**config.mk**
```make
export PLATFORM = sky130hd
export DESIGN_NAME = dmem_arbiter
export DESIGN_NICKNAME = d
export VERILOG_FILES = /design/src/rtl/dmem_arbiter.sv
export SDC_FILE = /design/constraint.sdc
export NUM_CORES = 1
export LEC_CHECK = 0
export BUFFER_PORTS_ARGS = -buffer_cell sky130_fd_sc_hd__buf_2
export CELL_PAD_IN_SITES_DETAIL_PLACEMENT = 0
export CELL_PAD_IN_SITES_GLOBAL_PLACEMENT = 2
export CORE_ASPECT_RATIO = 1.75
export CORE_MARGIN = 2
export CORE_UTILIZATION = 25
export DETAILED_ROUTE_END_ITERATION = 6
export PLACE_DENSITY = 0.77
export SYNTH_ARGS = -nofsm -noshare
export SYNTH_HDL_FRONTEND = slang
export SYNTH_SLANG_ARGS = --single-unit
```
**constraint.sdc**
```tcl
create_clock -name clk -period 2.3 [get_ports clk]
set_input_delay 0.115 -clock clk [delete_from_list [all_inputs] [get_ports clk]]
set_output_delay 0.115 -clock clk [all_outputs]
set_load 0.01 [all_outputs]
```
**src/rtl/dmem_arbiter.sv**
```systemverilog
// Two-master front end for a byte-addressed data memory: arbitrates, builds byte
// enables and lane-replicated store data, extends load data and flags bad accesses.
module dmem_arbiter #(
  parameter int unsigned MEM_BYTES = 128,
  parameter bit          RR        = 1'b1
) (
  input  logic        clk,
  input  logic        rst_n,

  input  logic        m0_req,
  input  logic        m0_we,
  input  logic [31:0] m0_addr,
  input  logic [1:0]  m0_size,
  input  logic        m0_unsigned,
  input  logic [31:0] m0_wdata,
  output logic        m0_gnt,
  output logic        m0_rvalid,
  output logic [31:0] m0_rdata,
  output logic        m0_err,

  input  logic        m1_req,
  input  logic        m1_we,
  input  logic [31:0] m1_addr,
  input  logic [1:0]  m1_size,
  input  logic        m1_unsigned,
  input  logic [31:0] m1_wdata,
  output logic        m1_gnt,
  output logic        m1_rvalid,
  output logic [31:0] m1_rdata,
  output logic        m1_err,

  output logic [31:0] daddr,
  output logic [31:0] dwdata,
  output logic [3:0]  we,
  input  logic [31:0] drdata
);

  typedef enum logic {
    ST_IDLE = 1'b0,
    ST_ACC  = 1'b1
  } state_e;

  localparam logic [31:0] ADDR_LIMIT = 32'(MEM_BYTES);

  function automatic logic access_error(input logic [31:0] addr, input logic [1:0] size);
    logic bad;
    bad = 1'b0;
    case (size)
      2'b00:   bad = 1'b0;
      2'b01:   bad = addr[0];
      2'b10:   bad = (addr[1:0] != 2'b00);
      default: bad = 1'b1;
    endcase
    return bad || (addr >= ADDR_LIMIT);
  endfunction

  function automatic logic [3:0] lane_mask(input logic [1:0] size, input logic [1:0] off);
    logic [3:0] mask;
    case (size)
      2'b00:   mask = 4'b0001 << off;
      2'b01:   mask = 4'b0011 << off;
      default: mask = 4'b1111;
    endcase
    return mask;
  endfunction

  function automatic logic [31:0] lane_data(input logic [1:0] size, input logic [31:0] wdata);
    logic [31:0] data;
    case (size)
      2'b00:   data = {4{wdata[7:0]}};
      2'b01:   data = {2{wdata[15:0]}};
      default: data = wdata;
    endcase
    return data;
  endfunction

  // Shift the addressed lane down to bit 0, then extend to 32 bits.
  function automatic logic [31:0] load_extend(input logic [1:0] size, input logic [1:0] off,
                                              input logic uns, input logic [31:0] rdata);
    logic [31:0] lane;
    logic [31:0] result;
    lane = rdata >> {off, 3'b000};
    case (size)
      2'b00:   result = uns ? {24'h0, lane[7:0]} : {{24{lane[7]}}, lane[7:0]};
      2'b01:   result = uns ? {16'h0, lane[15:0]} : {{16{lane[15]}}, lane[15:0]};
      default: result = rdata;
    endcase
    return result;
  endfunction

  logic [1:0]  req_vec;
  logic [1:0]  we_vec;
  logic [1:0]  uns_vec;
  logic [31:0] addr_arr  [2];
  logic [1:0]  size_arr  [2];
  logic [31:0] wdata_arr [2];

  assign req_vec      = {m1_req, m0_req};
  assign we_vec       = {m1_we, m0_we};
  assign uns_vec      = {m1_unsigned, m0_unsigned};
  assign addr_arr[0]  = m0_addr;
  assign addr_arr[1]  = m1_addr;
  assign size_arr[0]  = m0_size;
  assign size_arr[1]  = m1_size;
  assign wdata_arr[0] = m0_wdata;
  assign wdata_arr[1] = m1_wdata;

  state_e      state_q, state_d;
  logic        last_q, last_d;
  logic        sel_q, sel_d;
  logic        acc_we_q, acc_we_d;
  logic [1:0]  acc_size_q, acc_size_d;
  logic        acc_uns_q, acc_uns_d;
  logic        acc_err_q, acc_err_d;
  logic [31:0] daddr_q, daddr_d;
  logic [31:0] dwdata_q, dwdata_d;
  logic [3:0]  be_q, be_d;
  logic [1:0]  gnt_q, gnt_d;
  logic [1:0]  rvalid_q, rvalid_d;
  logic [31:0] rdata_q, rdata_d;
  logic        err_q, err_d;

  logic        win;
  logic        cand_we;
  logic [31:0] cand_addr;
  logic [1:0]  cand_size;
  logic        cand_uns;
  logic [31:0] cand_wdata;
  logic        cand_err;

  // On a tie, round-robin hands the slot to whichever master was not served last.
  always_comb begin
    win = 1'b0;
    case (req_vec)
      2'b10:   win = 1'b1;
      2'b11:   win = RR ? ~last_q : 1'b0;
      default: win = 1'b0;
    endcase
  end

  assign cand_we    = we_vec[win];
  assign cand_addr  = addr_arr[win];
  assign cand_size  = size_arr[win];
  assign cand_uns   = uns_vec[win];
  assign cand_wdata = wdata_arr[win];
  assign cand_err   = access_error(cand_addr, cand_size);

  always_comb begin
    state_d    = state_q;
    last_d     = last_q;
    sel_d      = sel_q;
    acc_we_d   = acc_we_q;
    acc_size_d = acc_size_q;
    acc_uns_d  = acc_uns_q;
    acc_err_d  = acc_err_q;
    daddr_d    = daddr_q;
    dwdata_d   = dwdata_q;
    be_d       = '0;
    gnt_d      = '0;
    rvalid_d   = '0;
    rdata_d    = '0;
    err_d      = 1'b0;
    case (state_q)
      ST_IDLE: begin
        if (|req_vec) begin
          state_d    = ST_ACC;
          last_d     = win;
          sel_d      = win;
          acc_we_d   = cand_we;
          acc_size_d = cand_size;
          acc_uns_d  = cand_uns;
          acc_err_d  = cand_err;
          daddr_d    = cand_addr;
          dwdata_d   = lane_data(cand_size, cand_wdata);
          be_d       = (cand_we && !cand_err) ? lane_mask(cand_size, cand_addr[1:0]) : 4'b0000;
          gnt_d[win] = 1'b1;
        end
      end
      ST_ACC: begin
        state_d         = ST_IDLE;
        rvalid_d[sel_q] = 1'b1;
        err_d           = acc_err_q;
        if (!acc_we_q && !acc_err_q) begin
          rdata_d = load_extend(acc_size_q, daddr_q[1:0], acc_uns_q, drdata);
        end
      end
      default: state_d = ST_IDLE;
    endcase
  end

  always_ff @(posedge clk or negedge rst_n) begin
    if (!rst_n) begin
      state_q    <= ST_IDLE;
      last_q     <= 1'b1;
      sel_q      <= 1'b0;
      acc_we_q   <= 1'b0;
      acc_size_q <= 2'b00;
      acc_uns_q  <= 1'b0;
      acc_err_q  <= 1'b0;
      daddr_q    <= '0;
      dwdata_q   <= '0;
      be_q       <= '0;
      gnt_q      <= '0;
      rvalid_q   <= '0;
      rdata_q    <= '0;
      err_q      <= 1'b0;
    end else begin
      state_q    <= state_d;
      last_q     <= last_d;
      sel_q      <= sel_d;
      acc_we_q   <= acc_we_d;
      acc_size_q <= acc_size_d;
      acc_uns_q  <= acc_uns_d;
      acc_err_q  <= acc_err_d;
      daddr_q    <= daddr_d;
      dwdata_q   <= dwdata_d;
      be_q       <= be_d;
      gnt_q      <= gnt_d;
      rvalid_q   <= rvalid_d;
      rdata_q    <= rdata_d;
      err_q      <= err_d;
    end
  end

  // rdata_q is only nonzero in the response cycle, so routing needs just the rvalid gate.
  assign m0_gnt    = gnt_q[0];
  assign m1_gnt    = gnt_q[1];
  assign m0_rvalid = rvalid_q[0];
  assign m1_rvalid = rvalid_q[1];
  assign m0_rdata  = rvalid_q[0] ? rdata_q : 32'h0;
  assign m1_rdata  = rvalid_q[1] ? rdata_q : 32'h0;
  assign m0_err    = rvalid_q[0] & err_q;
  assign m1_err    = rvalid_q[1] & err_q;
  assign daddr     = daddr_q;
  assign dwdata    = dwdata_q;
  assign we        = be_q;

endmodule

```
* Word-level counts from Yosys, hierarchy flattened
Cells that the tools add are included.
Storage, ports and cells: register bits 113, bits of input ports 172, output and inout port bits 138, logic and storage cells 83
Operators by class: $lt $le $gt $ge 6, eq/ne operators 5, shifts and indexed selects 3, mux-type cells 37, bitwise operators 5, reductions and logical operators 13
Operators with widths (count):
- $mux 32 | 12
- $pmux 32 s2 | 2
- $ge 32x8->1 const B | 1
- $shr 32x5->16 | 1
- $mux 2 | 6
- $mux 4 | 3
- $mux 1 | 8
- $pmux 4 s2 | 1
- $eq 2x2->1 const B | 3
- $eq 2x1->1 const B | 2
- $logic_and 1x1->1 | 4
- $logic_not 2->1 | 2
- $lt 1x2->1 const B | 2
- $pmux 1 s2 | 2
- $shl 1x2->4 const A | 1
- $shl 2x2->4 const A | 1
- $logic_not 1->1 | 3
- $pmux 1 s3 | 1
- $and 1x1->1 | 2
- $demux 1 s1 | 2
- $ge 1x1->1 const B | 2
- $ge 2x2->1 const B | 1
- $not 1->1 | 2
- $not 1->2 | 1
- 4 further kinds | 4

* Longest topological paths before layout
depth after elaboration 14, depth in mapped cells 8, gate-level depth less buffers 5

* Worst setup path before layout
Ideal clock, no wire load.
kind register -> register, from register daddr_q[1], in the netlist daddr[1], to register rdata_q[21], library setup time 0.134 ns, arrival 1.580 ns, required time 2.166 ns, setup slack 0.586 ns, stages on the path, launching flop included 7, path buffers 1, clock period less this slack 1.714 ns, cells stage by stage dfrtp_1 > mux4_2 > nand2_1 > o21ai_2 > a21oi_4 > buf_4 > nor3_1
On the way: cells in the longest elaborated chain, start to end 5, elaborated cells between the ends (all ways) 6, classes of those cells shift: 1; mux: 5
RTL lines:
- from (decl) | line 115 | logic [31:0] daddr_q, daddr_d;
- from (signal assigned) | line 215 | daddr_q <= daddr_d;
- $shr 32x5->16 * | line 82 | lane = rdata >> {off, 3'b000};
- $mux 32 (on tied branches) | line 85, 84
- $pmux 32 s2 * | line 83 | case (size)
- $mux 32 * | line 183 | if (!acc_we_q && !acc_err_q) begin
- $mux 32 * | line 163 | case (state_q)
- via rdata_d[21] | line 120 | logic [31:0] rdata_q, rdata_d;
- to (signal assigned) | line 220 | rdata_q <= rdata_d;
- to (decl) | line 120
The timed path passes the listed nets; every way through them passes the cells marked *. A chain may end at the register's enable or synchronous reset.

* Worst setup path in the final report
from register state_q, to register daddr_q[22], in the netlist daddr[22]
On the way: cells in the longest elaborated chain, start to end 2
RTL lines:
- from (decl) | line 108 | state_e state_q, state_d;
- from (signal assigned) | line 208 | state_q <= state_d;
- $not 1->1 (no line)
- $reduce_and 2->1 (no line)
No other way between the ends.

==> flow_metrics.env <==
export IMPL_place_detailed_hpwl_microns=19400
export IMPL_synth_area_per_cell_sq_um=8.732
export IMPL_critical_path_reg2reg_startpoint="state_q"
export IMPL_finalSetupViolations=0
export IMPL_p_total_mw=7.504
export IMPL_detail_route_first_pass_iterations=6
export IMPL_floorplan_die_width_microns=123.6
export IMPL_avgViaCountPerCell=4.597
export IMPL_antenna_violations_before_repair=1
export IMPL_timing_max_transition_violations_final=0
export IMPL_global_route_wire_length_before_repair_microns=37230
export IMPL_total_number_of_vias=6500
export IMPL_die_h_microns=213.4
export IMPL_critPathLaunch="state_q"
export IMPL_pin_count_of_the_biggest_net_entering_global_routing=57
export IMPL_reg2reg_setup_slack_ns=0.16
export IMPL_arrival_ns=2.48
export IMPL_cts_buffer_depth=2
export IMPL_total_leakage_power_nw=4.789
export IMPL_total_global_routing_overflow=0
export IMPL_grt_setup_unrepaired="false"
export IMPL_startpoint_type="flip-flop"
export IMPL_rr_endpoint="daddr[22]"
export IMPL_period_needed_ns=2.144
export IMPL_synth_distinct_cells=41
export IMPL_status="completed"
export IMPL_worst_ep_required_time_ns=2.64
export IMPL_hold_viol=0
export IMPL_post_synth_instance_area_sq_um=6261
export IMPL_clk_latency_ns=0.41
export IMPL_yosys_warnings=0
export IMPL_yosys_area_top_type_share=0.4476
export IMPL_netlist_top_cells_area="dfrtp_1, nand2_1, mux2i_1, and2_1, nor2_1"
export IMPL_p_per_area_nw_per_um2=779.9
export IMPL_worst_path_max_fanout=21
export IMPL_drtAntennaViolNets=0
export IMPL_maximum_capacitance_violations=0
export IMPL_number_of_buffers_created_by_cts=17
export IMPL_hold_path_class="primary input to flip-flop"
export IMPL_worst_slew_margin_rel=0.4661
export IMPL_worstRegToRegCells=6
export IMPL_core_area_sq_um=24630
export IMPL_synth_seq_cells=113
export IMPL_cell_taking_the_most_area_after_synthesis="dfrtp_1"
export IMPL_fp_row_count=76
export IMPL_synth_net_count=889
export IMPL_flow_area_growth_from_synthesis_pct=53.68
export IMPL_timing_worst_setup_path_type="flip-flop to flip-flop"
export IMPL_layout_drive_gt1_share=0.3588
export IMPL_ios=310
export IMPL_worst_case_vdd_ir_drop_mv=0.4880
export IMPL_clkTransAtPathRegs_ns=0.05
export IMPL_finalSetupTns_ns=0
export IMPL_final_setup_skew_ns=0.01349
export IMPL_die_area_sq_um=26380
export IMPL_wirelength_microns=24910
export IMPL_final_period_utilization=0.9323
export IMPL_start_util=0.2542
export IMPL_syn_instance_count=717
export IMPL_global_route_usage_total=0.1881
export IMPL_post_drt_wl_per_cell_microns=17.62
export IMPL_gp_congestion=0.8244
export IMPL_route_detailed_drc=0
export IMPL_number_of_global_route_vias_before_repair=6719
export IMPL_layout_nets=1260
export IMPL_placement_io_buffers=309
export IMPL_worst_pin_slew_ns=0.8009
export IMPL_cts_tree="yes"
export IMPL_cp_capture_point="daddr[22]"
export IMPL_max_clock_freq_mhz=466.3
export IMPL_end_kind="flip-flop"
export IMPL_holdPathStages=2
export IMPL_clock_sinks=113
export IMPL_first_iter_violations=261
export IMPL_cts_htree_levels=4
export IMPL_synth_seq_area_share=0.4518
export IMPL_cts_root_buf="clkbuf_16"
==> routing by layer <==
metal  up-vias  global-route usage  wire length (microns)  share of wire
met2       228              0.3583                  13680           0.55
met3        42             0.03723                   1298          0.052
met4         0             0.08386                    854          0.034
met5         -                   0                      0              0
li1       3223                   -                      -              -
met1      3007              0.1932                   9077           0.36
==> synth_stat cells <==
cell	number
o21ai_2	1
buf_2	16
o22a_1	1
mux2i_4	1
mux4_2	1
nor4_1	8
nor3_1	22
o221a_2	7
nor2_1	73
a31oi_1	33
o21ai_0	36
nand4_1	2
o21a_1	1
o211ai_1	9
o21ai_1	8
a21oi_1	44
or3_1	2
o2111ai_2	1
and2_1	69
a21oi_4	1
a21boi_2	1
nand2_2	1
o2111a_1	2
buf_4	2
buf_1	4
mux2_2	17
a21o_1	3
inv_1	3
buf_6	1
nor2b_1	18
or2_2	1
nand3_1	2
mux2i_1	46
o22ai_1	1
nand2b_1	3
nand3b_1	2
a22oi_1	7
dfstp_2	1
dfrtp_1	112
nand2_1	123
clkbuf_1	31
==> registers in the layout (all words and copies together) (netlist names) <==
| register | cells |
|---|---|
| dwdata | 32 |
| rdata_q | 32 |
| last_q | 1 |
| we | 4 |
| gnt_q | 2 |
| acc_size_q | 2 |
| acc_we_q | 1 |
| state_q | 1 |
| acc_err_q | 1 |
| err_q | 1 |
| daddr | 32 |
| acc_uns_q | 1 |
| sel_q | 1 |
| rvalid_q | 2 |
==> cell type report <==
cell class	instances	area (sq um)
Sequential cell	113	2829
Antenna cell	1	2.502
Timing Repair Buffer	406	2509
Clock buffer	22	484.2
Inverter	3	13.76
Tap cell	312	390.4
Fill cell	2542	15010
Clock inverter	10	202.7
Multi-Input combinational cell	547	3191
==> critical path, stage by stage, from the launching register on <==
cell	delay, ns
dfrtp_1	0.43
or2_2	0.45
inv_4	0.26
buf_4	0.19
nor2_1	0.04
a31oi_1	0.13
dlygate4sd3_1	0.56
==> cells by family (layout without fill, tap and decap cells) <==
kind of cell,count (synthesis),count (layout),share of synthesized area
and+or+nand+nor,326,326,0.2430
AOI/OAI and AO/OA,156,156,0.1541
DFF,113,113,0.4518
muxes,65,65,0.1113
buffers and inverters,57,441,0.03977
other,0,1,0
==> through the flow <==
step | setup slack, ns | hold WS [ns] | utilization | cells | cell area (sq um)
after global routing | 0.02987 | 0.008144 | 0.3907 | 1414 | 9622
after CTS | 0.02132 | 0.0002452 | 0.3903 | 1413 | 9613
after floorplan | 0.5856 | -0.1806 | - | 717 | 6261
after detailed placement | 0.3046 | 0.1904 | 0.3315 | 1305 | 8165
final | 0.1557 | 0.01990 | 0.3907 | 1414 | 9622
after global placement | 0.3656 | 0.1804 | 0.3315 | 1305 | 8165
==> power by group <==
group          total [mW]  switching (mW)  leakage [nW]  internal [mW]
sequential           2.49           0.212          1.40           2.28
clock                3.09           0.948         0.336           2.14
combinational        1.92            1.09          3.05          0.833
==> placed cells by master, fill, tap and decap left out, types with 9 or more instances in the layout <==
| cell type | synthesis | layout |
|---|---|---|
| mux2_2 | 17 | 17 |
| a21oi_1 | 44 | 44 |
| nor2_1 | 73 | 73 |
| nor2b_1 | 18 | 18 |
| o21ai_0 | 36 | 36 |
| nand2_1 | 123 | 123 |
| mux2i_1 | 46 | 46 |
| clkbuf_16 | 0 | 17 |
| buf_4 | 2 | 18 |
| o211ai_1 | 9 | 9 |
| a31oi_1 | 33 | 33 |
| dlygate4sd3_1 | 0 | 76 |
| and2_1 | 69 | 69 |
| buf_2 | 16 | 308 |
| dfrtp_1 | 112 | 112 |
| nor3_1 | 22 | 22 |
==> how the worst min path moves through the flow <==
stage / slack (ns) / to / startpoint
after global placement: 0.18 / daddr[17] / rst_n
after CTS: 0.0002 / daddr[12] / m1_addr[12]
after global routing: 0.008 / rdata_q[0] / drdata[0]
after floorplan: -0.18 / acc_err_q / rst_n
final: 0.02 / rdata_q[4] / drdata[4]
after detailed placement: 0.19 / daddr[17] / rst_n
==> timing repair <==
item,CTS,global route
setup buffers,0,0
hold endpoints to repair,86,0
endpoints found under the setup margin,0,3
hold buffers,76,0
resized for setup,0,3
Note: power is estimated with default switching activity, not from simulation.
